`src/rtl/player_anim_ctrl.sv`:
```
// Per-player animation sequencer: tracks IDLE/RUN/JUMP/AIR motion state and
// steps the sprite frame on qualified vblank ticks, driving the sprite-address stage.
module player_anim_ctrl #(
   parameter int unsigned FRAME_SIZE      = 1080,
   parameter int unsigned IDLE_BASE       = 0,
   parameter int unsigned RUN_BASE        = 1080,
   parameter int unsigned RUN_FRAMES      = 6,
   parameter int unsigned JUMP_BASE       = 7560,
   parameter int unsigned JUMP_FRAMES     = 4,
   parameter int unsigned FRAMES_PER_STEP = 6,
   parameter int unsigned JUMP_TIMEOUT    = 8
) (
   input  logic        frame_Clk,
   input  logic        Reset,
   input  logic        frame_tick,
   input  logic        paused,
   input  logic        moveLeft,
   input  logic        moveRight,
   input  logic        jumpReq,
   input  logic        onGround,
   output logic [31:0] animationOffset,
   output logic        playerDirection,
   output logic [1:0]  animState,
   output logic [2:0]  frameIdx
);

   typedef enum logic [1:0] {
      ST_IDLE = 2'd0,
      ST_RUN  = 2'd1,
      ST_JUMP = 2'd2,
      ST_AIR  = 2'd3
   } anim_state_t;

   localparam int STEP_W = $clog2(FRAMES_PER_STEP + 1);
   localparam int TMR_W  = $clog2(JUMP_TIMEOUT + 1);

   anim_state_t        r_state;
   logic [2:0]         r_frame_idx;
   logic [STEP_W-1:0]  r_step_cnt;
   logic [TMR_W-1:0]   r_gnd_tmr;
   logic [31:0]        r_offset;
   logic               r_dir;

   anim_state_t        w_next_state;
   logic [2:0]         w_next_frame;
   logic [STEP_W-1:0]  w_next_step;
   logic [TMR_W-1:0]   w_next_tmr;
   logic [31:0]        w_next_offset;
   logic               w_next_dir;
   logic               w_single;
   logic               w_tick;

   // A tick that arrives while paused is dropped, not deferred.
   assign w_tick   = frame_tick & ~paused;
   assign w_single = moveLeft ^ moveRight;

   always_comb begin
      // NOTE: every combinational output gets a default first so no path infers a latch.
      w_next_state  = r_state;
      w_next_frame  = r_frame_idx;
      w_next_step   = r_step_cnt;
      w_next_tmr    = r_gnd_tmr;
      w_next_dir    = r_dir;
      w_next_offset = 32'(IDLE_BASE);

      if (moveRight && !moveLeft)      w_next_dir = 1'b0;
      else if (moveLeft && !moveRight) w_next_dir = 1'b1;

      case (r_state)
         ST_IDLE: begin
            if (!onGround)    w_next_state = ST_AIR;
            else if (jumpReq) w_next_state = ST_JUMP;
            else if (w_single) w_next_state = ST_RUN;
         end
         ST_RUN: begin
            if (!onGround)     w_next_state = ST_AIR;
            else if (jumpReq)  w_next_state = ST_JUMP;
            else if (!w_single) w_next_state = ST_IDLE;
         end
         ST_JUMP: begin
            if (!onGround)                                   w_next_state = ST_AIR;
            else if (r_gnd_tmr == TMR_W'(JUMP_TIMEOUT - 1)) w_next_state = ST_IDLE;
            else                                             w_next_tmr   = r_gnd_tmr + TMR_W'(1);
         end
         ST_AIR: begin
            if (onGround) w_next_state = w_single ? ST_RUN : ST_IDLE;
         end
      endcase

      if (w_next_state != r_state) begin
         w_next_frame = '0;
         w_next_step  = '0;
         w_next_tmr   = '0;
      end else if (r_state == ST_IDLE) begin
         w_next_frame = '0;
         w_next_step  = '0;
      end else if (r_step_cnt == STEP_W'(FRAMES_PER_STEP - 1)) begin
         w_next_step = '0;
         if (r_state == ST_RUN)
            w_next_frame = (r_frame_idx == 3'(RUN_FRAMES - 1))  ? 3'd0 : r_frame_idx + 3'd1;
         else
            w_next_frame = (r_frame_idx == 3'(JUMP_FRAMES - 1)) ? 3'd0 : r_frame_idx + 3'd1;
      end else begin
         w_next_step = r_step_cnt + STEP_W'(1);
      end

      // Offset derives from the next-state values so it is registered in step with them.
      case (w_next_state)
         ST_IDLE: w_next_offset = 32'(IDLE_BASE);
         ST_RUN:  w_next_offset = 32'(RUN_BASE)  + 32'(w_next_frame) * 32'(FRAME_SIZE);
         default: w_next_offset = 32'(JUMP_BASE) + 32'(w_next_frame) * 32'(FRAME_SIZE);
      endcase
   end

   // NOTE: sequential state uses non-blocking assignments so all registers update together.
   always_ff @(posedge frame_Clk or negedge Reset) begin
      if (!Reset) begin
         r_state     <= ST_IDLE;
         r_frame_idx <= '0;
         r_step_cnt  <= '0;
         r_gnd_tmr   <= '0;
         r_offset    <= 32'(IDLE_BASE);
         r_dir       <= 1'b0;
      end else if (w_tick) begin
         r_state     <= w_next_state;
         r_frame_idx <= w_next_frame;
         r_step_cnt  <= w_next_step;
         r_gnd_tmr   <= w_next_tmr;
         r_offset    <= w_next_offset;
         r_dir       <= w_next_dir;
      end
   end

   assign animState       = r_state;
   assign frameIdx        = r_frame_idx;
   assign animationOffset = r_offset;
   assign playerDirection = r_dir;

endmodule

```
`config.mk`:
```
export PLATFORM = sky130hd
export DESIGN_NAME = player_anim_ctrl
export DESIGN_NICKNAME = d
export VERILOG_FILES = /design/src/rtl/player_anim_ctrl.sv
export SDC_FILE = /design/constraint.sdc
export NUM_CORES = 1
export LEC_CHECK = 0
export ABC_AREA = 1
export BUFFER_PORTS_ARGS = -buffer_cell sky130_fd_sc_hd__clkbuf_2
export CORE_ASPECT_RATIO = 1.4
export CORE_UTILIZATION = 40
export DETAILED_ROUTE_END_ITERATION = 16
export MAX_ROUTING_LAYER = met4
export PLACE_DENSITY_LB_ADDON = 0.12
export SYNTH_ARGS = -nofsm -noshare
export SYNTH_HDL_FRONTEND = slang
export SYNTH_SLANG_ARGS = --single-unit
```
`constraint.sdc`:
```
create_clock -name frame_Clk -period 4.6 [get_ports frame_Clk]
set_input_delay 0.69 -clock frame_Clk [delete_from_list [all_inputs] [get_ports frame_Clk]]
set_output_delay 0.69 -clock frame_Clk [all_outputs]
set_load 0.05 [all_outputs]
```
==> impl_metrics.py <==
metrics = {
    "power": {
        "p_total_w": 0.000689,
        "p_clk_share_pct": 19.0,
        "ir_worst_vdd_mv": 0.199,
        "seq_power_share_pct": 37.1,
        "combPwrFrac_pct": 43.9,
        "p_int_w": 0.000362,
        "switching_share_pct": 47.4,
        "p_per_area_nw_per_um2": 334,
        "power.switching_w": 0.000327,
        "power.leakage_nw": 1.16,
    },
    "floorplanning": {
        "rows": 29,
        "die_w_um": 60.5,
        "core_um2": 4570,
        "die_h_um": 83.8,
        "die-area_um2": 5070,
        "initial_core_util_pct": 41.8,
        "pin_count": 46,
    },
    "sta": {
        "fmax_mhz": 256,
        "setup_viol": 0,
        "tightest_slew_ns": 0.585,
        "period_share_pct": 85.0,
        "layout_min_cycle_time_ns": 3.91,
        "fin_skew_ns": 0.00505,
        "report.final.slew_viol_count": 0,
        "fin_setup_tns_ns": 0,
        "rsz0062_at_grt": "no",
        "max_slew_margin_pct": 61.0,
        "finalHoldViolations": 0,
    },
    "status": {
        "status": "complete, no violations",
    },
    "place": {
        "placed_area_um2": 2020,
        "dp.cells": 348,
        "port_buffers": 24,
        "place.gp.congestion": 0.893,
        "place_hpwl_um": 2930,
    },
    "yosys": {
        "synth-seq-area-share_pct": 30.1,
        "syn_area_per_cell_um2": 7.22,
        "synth_seq_cells": 23,
        "yosys-top-cells-area": "dfrtp_1, nand2_1, ha_1",
        "synth_area_um2": 1910,
        "synth_top_area_share_pct": 30.1,
        "synth_top_cell_by_area": "dfrtp_1",
        "synth.distinct_cells": 29,
        "syn-instance-count": 265,
        "ys_warn_count": 0,
    },
    "grt": {
        "grt_pass1_wl_um": 6500,
        "grt_max_degree": 24,
        "gr-total-overflow": 0,
        "antenna_found_initial": 0,
        "grt_pass1_vias": 1522,
        "gr-usage-all-layers_pct": 17.0,
    },
    "drt": {
        "wirelength_um": 3740,
        "drcViolationCount": 0,
        "firstDrtPassIters": 4,
        "drt_iter0_drc": 57,
        "antenna_left": 0,
        "wl_per_cell_um": 10.6,
        "vias": 1577,
        "avgViaCountPerCell": 4.48,
    },
    "run": {
        "cap_violations": 0,
    },
    "worst_setup_path": {
        "cp_slowest_cell": "fa_1",
        "worstSetupPathType": "input port to register",
        "slowest_delay_ns": 0.37,
        "critPathLaunchType": "input port",
        "end_kind": "register",
        "cp.arrival_ns": 4.07,
        "crit_path_max_fanout": 6,
        "crit_top_cell": "nand2_1",
        "cp.required_ns": 4.76,
    },
    "clock_network": {
        "post_cts_resized": 0,
        "clock_sinks": 23,
        "hold_buffers": 0,
        "htree_levels": 1,
        "cts_tree": "yes",
        "clockRootBuffer": "clkbuf_8",
        "clkLatencyLatePin_ns": 0.27,
        "numCtsBuffers": 3,
        "post-cts-setup-buffers": 0,
        "clk_pin_slew_ns": 0.09,
        "cts_buffer_depth": 2,
    },
    "layout": {
        "stdcell_count": 352,
        "syn_to_final_growth_pct": 7.98,
        "final_area_um2": 2070,
        "nets": 317,
        "n_antenna_cell": 0,
        "drive_gt1_share_pct": 15.5,
    },
    "min_path": {
        "hold_path_class": "input port to asynchronous set/reset pin",
    },
}
state kept, by name, summed over array words and instances, names as in the netlist:
register	count
animState	2
animationOffset	10
frameIdx	3
playerDirection	1
r_gnd_tmr	4
r_step_cnt	3
final timing paths:
| check | to | slack, ns | startpoint | cells past startpoint |
|---|---|---|---|---|
| hold / removal | animationOffset[10] | 0.40 | Reset | 1 |
| min in group frame_Clk | playerDirection | 0.49 | playerDirection | 2 |
| max in group asynchronous | r_step_cnt[0] | 3.81 | Reset | 1 |
| setup reg to reg | animationOffset[8] | 0.78 | frameIdx[0] | 21 |
| hold reg to reg | playerDirection | 0.49 | playerDirection | 2 |
| setup / recovery | animationOffset[8] | 0.69 | moveLeft | 26 |
cell families after synthesis:
kind of cell | after synthesis | share of synthesized area, %
xor+xnor | 4 | 1.83
simple gates | 120 | 28.8
other cells | 1 | 0.196
flops | 23 | 30.1
buf+inv | 64 | 16.9
fa+ha+maj | 18 | 12.2
compound gates | 35 | 10.0
metal layers:
metal / part of all wire, % / up-vias / GRT usage (%)
met4: 1.3 / 0 / 5.99
met1: 46 / 695 / 20.2
met5: 0 / - / -
li1: - / 841 / -
met3: 2.9 / 5 / 2.79
met2: 49 / 36 / 28.4
power groups by stage:
| stage | Sequential (W) | Combinational [W] | Clock, W |
|---|---|---|---|
| finish | 0.000256 | 0.000303 | 0.000131 |
| global route | 0.000261 | 0.000330 | 0.000145 |
| CTS | 0.000256 | 0.000306 | 0.000137 |
| detailed placement | 0.000260 | 0.000304 | 0 |
| global placement | 0.000260 | 0.000303 | 0 |
| floorplan | 0.000341 | 0.000177 | 0 |
synth_stat cells:
| cell | n |
|---|---|
| nand3_2 | 3 |
| nor3_1 | 2 |
| nor2_1 | 15 |
| fa_1 | 1 |
| nor2_2 | 1 |
| inv_1 | 38 |
| dfrtp_1 | 23 |
| a22o_1 | 2 |
| nand3_1 | 14 |
| or2_2 | 1 |
| nand2_1 | 73 |
| nand2_2 | 4 |
| nor2_4 | 3 |
| clkbuf_1 | 2 |
| o211ai_1 | 1 |
| buf_4 | 22 |
| ha_1 | 17 |
| a21oi_2 | 1 |
| nand2_4 | 1 |
| o21ai_1 | 1 |
| inv_2 | 2 |
| conb_1 | 1 |
| nand4_1 | 2 |
| xor2_1 | 3 |
| o21ai_0 | 19 |
| nor3_4 | 1 |
| xnor2_1 | 1 |
| o22ai_1 | 2 |
| a21oi_1 | 9 |
cell type report:
class                   instances  area [um2]
clock buffers                   4        45.0
fillers                       507        2510
well taps                      62        77.6
inverters                      40         150
repair buffers                 25         128
flip-flops and latches         23         576
multi-input cells             198        1090
cell usage in the layout, fill, tap and decap left out, drive strengths merged:
cell / instances
dfrtp: 23
nor2: 19
nor3: 3
xnor2: 1
nand2: 78
buf: 1
conb: 21
nand4: 2
clkbuf: 28
ha: 17
o22ai: 2
a21oi: 10
or2: 1
fa: 1
inv: 40
nand3: 17
o211ai: 1
xor2: 3
a22o: 2
o21ai: 20
critical path: cells and delay by family:
family / cells / cell delay, ns
xor+xnor: 1 / 0.17
fa+ha+maj: 5 / 1.42
simple gates: 14 / 1.38
buf+inv: 6 / 0.37
metrics by stage:
step	worst slack [ns]	hold slack [ns]	util (%)
floorplan	0.701	0.394	-
global placement	0.485	0.463	44.2
detailed placement	0.408	0.465	44.2
CTS	0.677	0.430	45.2
global route	0.333	0.456	45.2
finish	0.692	0.403	45.2
No activity file was read; power rests on OpenSTA's default activity.
